===== config.mk =====
export PLATFORM = sky130hd
export DESIGN_NAME = parity_check_rx
export DESIGN_NICKNAME = d
export VERILOG_FILES = /design/src/rtl/parity_check_rx.sv
export SDC_FILE = /design/constraint.sdc
export NUM_CORES = 1
export LEC_CHECK = 0
export CAP_MARGIN = 15
export CORE_ASPECT_RATIO = 0.7
export CORE_UTILIZATION = 57
export DETAILED_ROUTE_END_ITERATION = 10
export PLACE_DENSITY_LB_ADDON = 0.12
export SLEW_MARGIN = 0
export SYNTH_ARGS = -nofsm -noshare
export SYNTH_HDL_FRONTEND = slang
export SYNTH_SLANG_ARGS = --single-unit
export TNS_END_PERCENT = 50

===== constraint.sdc =====
create_clock -name clk -period 3.9 [get_ports clk]
set_clock_uncertainty 0.2 [all_clocks]
set_input_delay 0.78 -clock clk [delete_from_list [all_inputs] [get_ports clk]]
set_output_delay 0.78 -clock clk [all_outputs]
set_load 0.02 [all_outputs]

===== src/rtl/parity_check_rx.sv =====
// parity_check_rx: serial-to-parallel frame receiver with a parity check.
// Each frame is DATA_W payload bits, LSB first, followed by one parity bit.
// The assembled payload is presented with a valid/ready handshake.
// Optional feature: define PARITY_ERR_CNT_EN to add the saturating err_cnt port.
module parity_check_rx #(
    parameter int unsigned DATA_W     = 32,
    parameter int unsigned PARITY_ODD = 0
) (
    input  logic              clk,
    input  logic              rst,
    input  logic              ser_valid,
    input  logic              ser_data,
    input  logic              ser_start,
    output logic [DATA_W-1:0] out_data,
    output logic              out_perr,
    output logic              out_valid,
    input  logic              out_ready,
    output logic              overrun
`ifdef PARITY_ERR_CNT_EN
    ,
    output logic [15:0]       err_cnt
`endif
);

    localparam int unsigned IDX_W    = $clog2(DATA_W + 1);
    localparam logic [IDX_W-1:0] LAST_IDX = IDX_W'(DATA_W - 1);

    typedef enum logic [1:0] {
        IDLE   = 2'd0,
        SHIFT  = 2'd1,
        PARITY = 2'd2,
        HOLD   = 2'd3
    } state_e;

    // With a one-bit payload the frame start is also the last payload bit.
    localparam state_e FIRST_STATE = (DATA_W == 1) ? PARITY : SHIFT;

    state_e             state_q, state_d;
    logic [IDX_W-1:0]   idx_q, idx_d;
    logic [DATA_W-1:0]  data_q, data_d;
    logic               perr_q, perr_d;
    logic               valid_q, valid_d;
    logic               overrun_q, overrun_d;
`ifdef PARITY_ERR_CNT_EN
    logic [15:0]        err_cnt_q, err_cnt_d;
`endif

    logic start_c;
    logic xfer_c;

    assign start_c = ser_valid && ser_start;
    assign xfer_c  = valid_q && out_ready;

    // Next-state and datapath: frame assembly, parity evaluation, hold/handshake.
    always_comb begin
        state_d   = state_q;
        idx_d     = idx_q;
        data_d    = data_q;
        perr_d    = perr_q;
        valid_d   = valid_q;
        overrun_d = overrun_q;
`ifdef PARITY_ERR_CNT_EN
        err_cnt_d = err_cnt_q;
`endif
        unique case (state_q)
            IDLE: begin
                if (start_c) begin
                    data_d  = DATA_W'(ser_data);
                    idx_d   = IDX_W'(1);
                    state_d = FIRST_STATE;
                end
            end
            SHIFT: begin
                if (start_c) begin
                    // Restart: the frame in progress is silently discarded.
                    data_d  = DATA_W'(ser_data);
                    idx_d   = IDX_W'(1);
                    state_d = FIRST_STATE;
                end else if (ser_valid) begin
                    for (int unsigned i = 0; i < DATA_W; i++) begin
                        if (idx_q == IDX_W'(i)) begin
                            data_d[i] = ser_data;
                        end
                    end
                    idx_d = idx_q + IDX_W'(1);
                    if (idx_q == LAST_IDX) begin
                        state_d = PARITY;
                    end
                end
            end
            PARITY: begin
                if (start_c) begin
                    data_d  = DATA_W'(ser_data);
                    idx_d   = IDX_W'(1);
                    state_d = FIRST_STATE;
                end else if (ser_valid) begin
                    perr_d  = (^data_q) ^ ser_data ^ 1'(PARITY_ODD);
                    valid_d = 1'b1;
                    state_d = HOLD;
`ifdef PARITY_ERR_CNT_EN
                    if (perr_d && (err_cnt_q != 16'hFFFF)) begin
                        err_cnt_d = err_cnt_q + 16'd1;
                    end
`endif
                end
            end
            HOLD: begin
                if (xfer_c && start_c) begin
                    // Transfer and next frame start share one cycle (no bubble).
                    valid_d = 1'b0;
                    data_d  = DATA_W'(ser_data);
                    idx_d   = IDX_W'(1);
                    state_d = FIRST_STATE;
                end else begin
                    if (xfer_c) begin
                        valid_d = 1'b0;
                        idx_d   = '0;
                        state_d = IDLE;
                    end
                    if (ser_valid) begin
                        overrun_d = 1'b1;
                    end
                end
            end
            default: begin
                state_d = IDLE;
                idx_d   = '0;
                valid_d = 1'b0;
            end
        endcase
    end

    // State and output registers.
    always_ff @(posedge clk or posedge rst) begin
        if (rst) begin
            state_q   <= IDLE;
            idx_q     <= '0;
            data_q    <= '0;
            perr_q    <= 1'b0;
            valid_q   <= 1'b0;
            overrun_q <= 1'b0;
`ifdef PARITY_ERR_CNT_EN
            err_cnt_q <= '0;
`endif
        end else begin
            state_q   <= state_d;
            idx_q     <= idx_d;
            data_q    <= data_d;
            perr_q    <= perr_d;
            valid_q   <= valid_d;
            overrun_q <= overrun_d;
`ifdef PARITY_ERR_CNT_EN
            err_cnt_q <= err_cnt_d;
`endif
        end
    end

    assign out_data  = data_q;
    assign out_perr  = perr_q;
    assign out_valid = valid_q;
    assign overrun   = overrun_q;
`ifdef PARITY_ERR_CNT_EN
    assign err_cnt   = err_cnt_q;
`endif

endmodule


==> results of run 1 <==
==> routing by layer <==
metal	vias up	global-route usage [%]	routed length, um
met5	-	0	0
met4	0	9.69	122
met3	16	5.92	604
met2	136	46.6	2910
met1	1095	46.3	2710
li1	1058	-	-
==> cells in the final DEF (no fill, tap or decap), drive strengths merged <==
cell type / count
buf: 5
ha: 5
nand2: 25
dfrtp: 43
nor2b: 4
a21oi: 31
clkdlybuf4s50: 40
o32ai: 1
bufinv: 1
a31o: 1
o41ai: 1
a31oi: 8
nand3: 4
nor2: 14
mux2: 2
xnor3: 1
o21ai: 65
nand4: 1
a41o: 1
a21boi: 1
xor2: 7
and2: 4
nand2b: 3
xnor2: 27
or2: 1
o211ai: 1
o31ai: 1
nor3: 4
inv: 6
and3: 4
clkbuf: 6
mux2i: 1
==> cells by family (layout without fill, tap and decap cells) <==
family,count (synthesis),in the layout,share of synthesized area (%)
and+or+nand+nor,64,64,11.9
muxes,3,3,1.46
buffers and inverters,23,58,3.69
AOI/OAI and AO/OA,111,111,23.8
adders and majority gates,5,5,2.53
DFF,43,43,43.4
xor gates and xnor gates,35,35,13.2
==> sequential cells by signal, indices dropped and copies added (netlist names) <==
| name | count |
|---|---|
| out_valid | 1 |
| state_q | 2 |
| out_perr | 1 |
| overrun | 1 |
| out_data | 32 |
| idx_q | 6 |
==> worst max path at each step <==
stage / end / slack, ns / from / cells past startpoint
6_report: out_data[0]$_DFFE_PP0P_ / 1.10 / ser_valid / 7
5_1_grt: out_data[8]$_DFFE_PP0P_ / 0.90 / ser_valid / 7
4_1_cts: out_data[14]$_DFFE_PP0P_ / 1.18 / ser_valid / 7
3_5_place_dp: out_data[12]$_DFFE_PP0P_ / 0.86 / ser_valid / 7
3_3_place_gp: out_data[0]$_DFFE_PP0P_ / 0.92 / ser_valid / 7
2_1_floorplan: out_perr$_DFFE_PP0P_ / 1.59 / ser_data / 6
==> metrics by stage <==
step	power, uW	area (sq um)	instances
after CTS	1660	3010	370
after global placement	1310	2900	363
after detailed placement	1330	2900	363
final	1680	3030	371
after floorplan	1110	2480	284
after global routing	1780	3030	371
==> power by group through the flow <==
stage               clock, uW  sequential (uW)  combinational (uW)
floorplan                   0              599                 512
global placement            0              594                 718
detailed placement          0              597                 729
CTS                       338              588                 732
global route              359              602                 816
finish                    340              591                 748
==> cell type report <==
class / instances / area (sq um) / share of cell area, %
well taps: 52 / 65.1 / 2.14
clock inverters: 1 / 30.0 / 0.990
multi-input cells: 218 / 1310 / 43.2
inverters: 6 / 22.5 / 0.742
repair buffers: 45 / 458 / 15.1
flip-flops and latches: 43 / 1080 / 35.5
clock buffers: 6 / 72.6 / 2.39
==> metrics.txt, run 1 <==
CTS tree yes; Hold EP overrun$_DFFE_PP0P_; sw power 682 uW; Yosys reg bits 43; Tmin final 2.80 ns; layout cells sized above 1 5.33%; critical path buffer and inverter count 2; starting density of the core 61.3%; Core Util, Final 75.1%; # Post-CTS Setup Buffers 0; post-route clock period utilization 71.7%; Global Route Usage Sum 31.2%; global route overflow 0; ANT cells 0; dominant cells by area after synthesis dfrtp_1 (43%), o21ai_0 (12%), xnor2_1 (9.2%); Post-synth EDFFs 0; Final WS setup 1.10 ns; Max Cap Viol 0; cells on worst reg2reg path 6; Die W 80.8 um; final weighted congestion in routability-driven placement 0.877; number of fill cells in the layout 306; vias in the first global route 2054; Setup Viol. Count Final 0; top-count cell post-synth o21ai_0; hold buffers post-CTS 0; Final #Nets 330; Yosys top cell area share 43.4%; vias 2305; Sequential Power Share 35.2%; TritonCTS Buffers 5; root buf cell clkbuf_8; Mapped Nets 295; Die H 57.2 um; most frequent cells after synthesis o21ai_0 (61), dfrtp_1 (43), a21oi_1 (31); Setup crit end kind flop; initial antenna violation count 0; Peak VDD IR 381 uV; Skew-Pair Late Insertion Delay 0.30 ns; Worst Path Required 3.88 ns; status finished, final reports clean; core area 4040 sq um; P&R area growth vs syn 22.5%; CP Launch Type primary input; hold slack 0.277 ns; setup repair after global routing missed its margin no; num ports 41; cell depth of the worst hold path 1; Clock Pin Slew Worst Setup and Hold Paths 0.08 ns; worst reg2reg endpoint state_q[0]$_DFFE_PP0P_; Row Count 19; clk buf depth 2; post-placement setup slack 0.855 ns; reg-to-reg setup timing slack 1.48 ns; Gate power share 44.6%; Yosys top cell by area dfrtp_1; Post-CTS Resized 0; slowest cell on the critical path clkdlybuf4s50_1; ANT nets after route 0; Hold Crit Start overrun$_DFFE_PP0P_; Final HPWL DP 4.65 mm; Post-Route Setup TNS 0 ns; die area 4620 sq um; delay-heaviest family, CP buffers and inverters; pwr dens 553 nW/um^2; internal cell power 997 uW; Clock power frac 20.2%; Worst Hold Class reg -> reg; global-route wire length before repair 10.7 mm; CTS sink cnt 43; CP dominant cell by count nand2_1; max frequency 358 MHz; Syn. warnings 0; data arrival time of the critical path 2.78 ns; DRC 0; final WL 6.35 mm; PortBufs 40; fin. max-slew vios 0; cells along the critical path clkdlybuf4s50_1, nand2_1, nand2_1, buf_4, a21oi_1, o21ai_0, o31ai_1; Async S/R FF share, synth 100%; Post-Syn Instances 284; Unique masters post-synth 34; TritonRoute pass-1 iters 5; via/cell ratio 6.21; CP max FO 17; slew of the pin with the lowest slew margin 0.564 ns; final hold viol count 0; P_leak 0.00129 uW; area of the mapped netlist 2480 sq um; Most used DFF post-synth dfrtp_1; largest net degree at the start of global routing 35; Syn Area/Cell 8.72 sq um; CP peak stage delay 0.65 ns; Seq/Total Area, Yosys 43.4%; Crit Reg-Reg Startpoint state_q[0]$_DFFE_PP0P_; CTS H-tree depth 2; switching share of power 40.6%; wire per inst 17.1 um; crit path kind in -> reg; relative slew slack 62.3%; 1st-iter DRT viols 252
No activity file was read; power rests on OpenSTA's default activity.
==> run 2: changes to the inputs <==
--- a/config.mk
+++ b/config.mk
@@ -7,7 +7,7 @@
 export LEC_CHECK = 0
 export CAP_MARGIN = 15
 export CORE_ASPECT_RATIO = 0.7
-export CORE_UTILIZATION = 57
+export CORE_UTILIZATION = 53
 export DETAILED_ROUTE_END_ITERATION = 10
 export PLACE_DENSITY_LB_ADDON = 0.12
 export SLEW_MARGIN = 0
==> constraint.sdc (replaced) <==
create_clock -name clk -period 2.95 [get_ports clk]
set_clock_uncertainty 0.2 [all_clocks]
set_input_delay 0.59 -clock clk [delete_from_list [all_inputs] [get_ports clk]]
set_output_delay 0.59 -clock clk [all_outputs]
set_load 0.02 [all_outputs]
==> metrics.txt, run 2 (synthesis gave the netlist of run 1 again) <==
status finished, final reports clean; num ports 41 (unchanged); PortBufs 40 (unchanged); ANT nets after route 0 (unchanged); P_leak 0.00129 uW (+0.49%); core area 4400 sq um (+9.0%); CP Launch Type primary input; Tmin final 2.57 ns; final weighted congestion in routability-driven placement 0.893 (+1.8%); crit path kind in -> reg; TritonCTS Buffers 5 (unchanged); vias in the first global route 2079 (+1.2%); hold buffers post-CTS 0 (unchanged); ANT cells 0 (unchanged); relative slew slack 22.5% (-40 points); Setup crit end kind flop; pwr dens 769 nW/um^2 (+39%); P&R area growth vs syn 23.3%; hold slack 0.273 ns (-0.00382 ns); # Post-CTS Setup Buffers 0 (unchanged); setup repair after global routing missed its margin no; root buf cell clkbuf_8; Die W 83.7 um (+3.6%); Worst Hold Class reg -> reg; slew of the pin with the lowest slew margin 1.16 ns (+0.598 ns); total power 2350 uW (+40%); fin. max-slew vios 0 (unchanged); die area 4960 sq um (+7.3%); largest net degree at the start of global routing 44 (+26%); initial antenna violation count 0 (unchanged); TritonRoute pass-1 iters 5 (unchanged); post-route clock period utilization 87.1%; Die H 59.2 um (+3.6%); Worst Path Required 2.97 ns (-0.91 ns); CP max FO 34 (+17); wire per inst 17.0 um (-0.49%); final WL 6.38 mm (+0.58%); max frequency 389 MHz; Setup Viol. Count Final 0 (unchanged); global route overflow 0 (unchanged); DRC 0 (unchanged); Skew-Pair Late Insertion Delay 0.30 ns (about the same); clk buf depth 2 (unchanged); CTS H-tree depth 2 (unchanged); Row Count 20 (+1); commonest non-fill, non-tap cell in the layout o21ai_0; Global Route Usage Sum 28.2% (-3.0 points); Final HPWL DP 4.54 mm (-2.3%); final hold viol count 0 (unchanged); Largest register FFs 32 (unchanged); via/cell ratio 6.03 (-3.0%); 1st-iter DRT viols 225 (-11%); Post-CTS Resized 0 (unchanged); CTS sink cnt 43 (unchanged); most frequent cells in the layout o21ai_0 (61), dfrtp_1 (43), clkdlybuf4s50_1 (40); layout cells sized above 1 6.25% (+0.92 points); Post-Route Setup TNS 0 ns (unchanged); data arrival time of the critical path 2.59 ns (-0.19 ns); starting density of the core 56.3% (-5.1 points); Final #Nets 330 (unchanged); vias 2261 (-1.9%); Peak VDD IR 508 uV (+33%); Max Cap Viol 0 (unchanged); Clock Pin Slew Worst Setup and Hold Paths 0.09 ns (about the same); global-route wire length before repair 10.7 mm (-0.13%); CTS tree yes
[run 2: cell types whose count changed in the layout (fill, tap and decap cells not counted), sizes merged]
cell and delta:
bufinv +1, clkbuf -1, clkinvlp +1
[run 2: layer usage]
| metal | vias up | track usage, % | wire (um) |
|---|---|---|---|
| li1 | 1060 | - | - |
| met1 | 1082 | 40.6 | 2880 |
| met2 | 108 | 43.4 | 2850 |
| met3 | 11 | 5.99 | 563 |
| met4 | 0 | 8.72 | 88 |
| met5 | - | 0 | 0 |
[run 2: power breakdown]
part | switching [uW] | internal (uW)
clock network | 218 | 338
logic | 604 | 414
registers | 111 | 666
total | 932 | 1420
[run 2: final timing paths]
| check | from | to | slack (ns) | depth (start not counted) |
|---|---|---|---|---|
| worst max-delay path | out_ready | out_data[19]$_DFFE_PP0P_ | 0.38 | 6 |
| worst min-delay path | overrun$_DFFE_PP0P_ | overrun$_DFFE_PP0P_ | 0.27 | 1 |
| worst max register to register | state_q[0]$_DFFE_PP0P_ | out_data[19]$_DFFE_PP0P_ | 0.55 | 5 |
| worst min register to register | overrun$_DFFE_PP0P_ | overrun$_DFFE_PP0P_ | 0.27 | 1 |
| max in group asynchronous | rst | out_perr$_DFFE_PP0P_ | 1.66 | 3 |
| min in group asynchronous | rst | out_data[24]$_DFFE_PP0P_ | 0.52 | 3 |
[run 2: critical path, stage by stage]
cell             delay [ns]
clkdlybuf4s50_1        0.45
nand2_1                0.16
a21boi_1               0.11
o21ai_2                0.90
o21ai_0                0.23
o21ai_0                0.14
[run 2: cell type report]
cell class	count	area (sq um)
timing repair buffer	45	438
inverter	6	22.5
clock inverter	3	67.6
fill	349	1350
clock buffer	5	68.8
sequential	43	1080
multi-input combinational	218	1310
tap	55	68.8
[run 2: metrics by stage]
| step | std cells | cell area (sq um) | setup WS (ns) | util, % |
|---|---|---|---|---|
| 6_report | 375 | 3060 | 0.381 | 69.4 |
| 5_1_grt | 375 | 3060 | 0.139 | 69.4 |
| 4_1_cts | 375 | 3060 | 0.363 | 69.4 |
| 3_5_place_dp | 367 | 2920 | 0.0654 | 66.3 |
| 3_3_place_gp | 367 | 2920 | 0.175 | 66.3 |
| 2_1_floorplan | 284 | 2480 | 0.828 | - |
==> run 3: changes to the inputs <==
--- a/config.mk
+++ b/config.mk
@@ -10,7 +10,6 @@
 export CORE_UTILIZATION = 53
 export DETAILED_ROUTE_END_ITERATION = 10
 export PLACE_DENSITY_LB_ADDON = 0.12
-export SLEW_MARGIN = 0
 export SYNTH_ARGS = -nofsm -noshare
 export SYNTH_HDL_FRONTEND = slang
 export SYNTH_SLANG_ARGS = --single-unit
==> results of run 3 <==
Same layout as run 2: the final DEF is identical, and so are final timing and power.
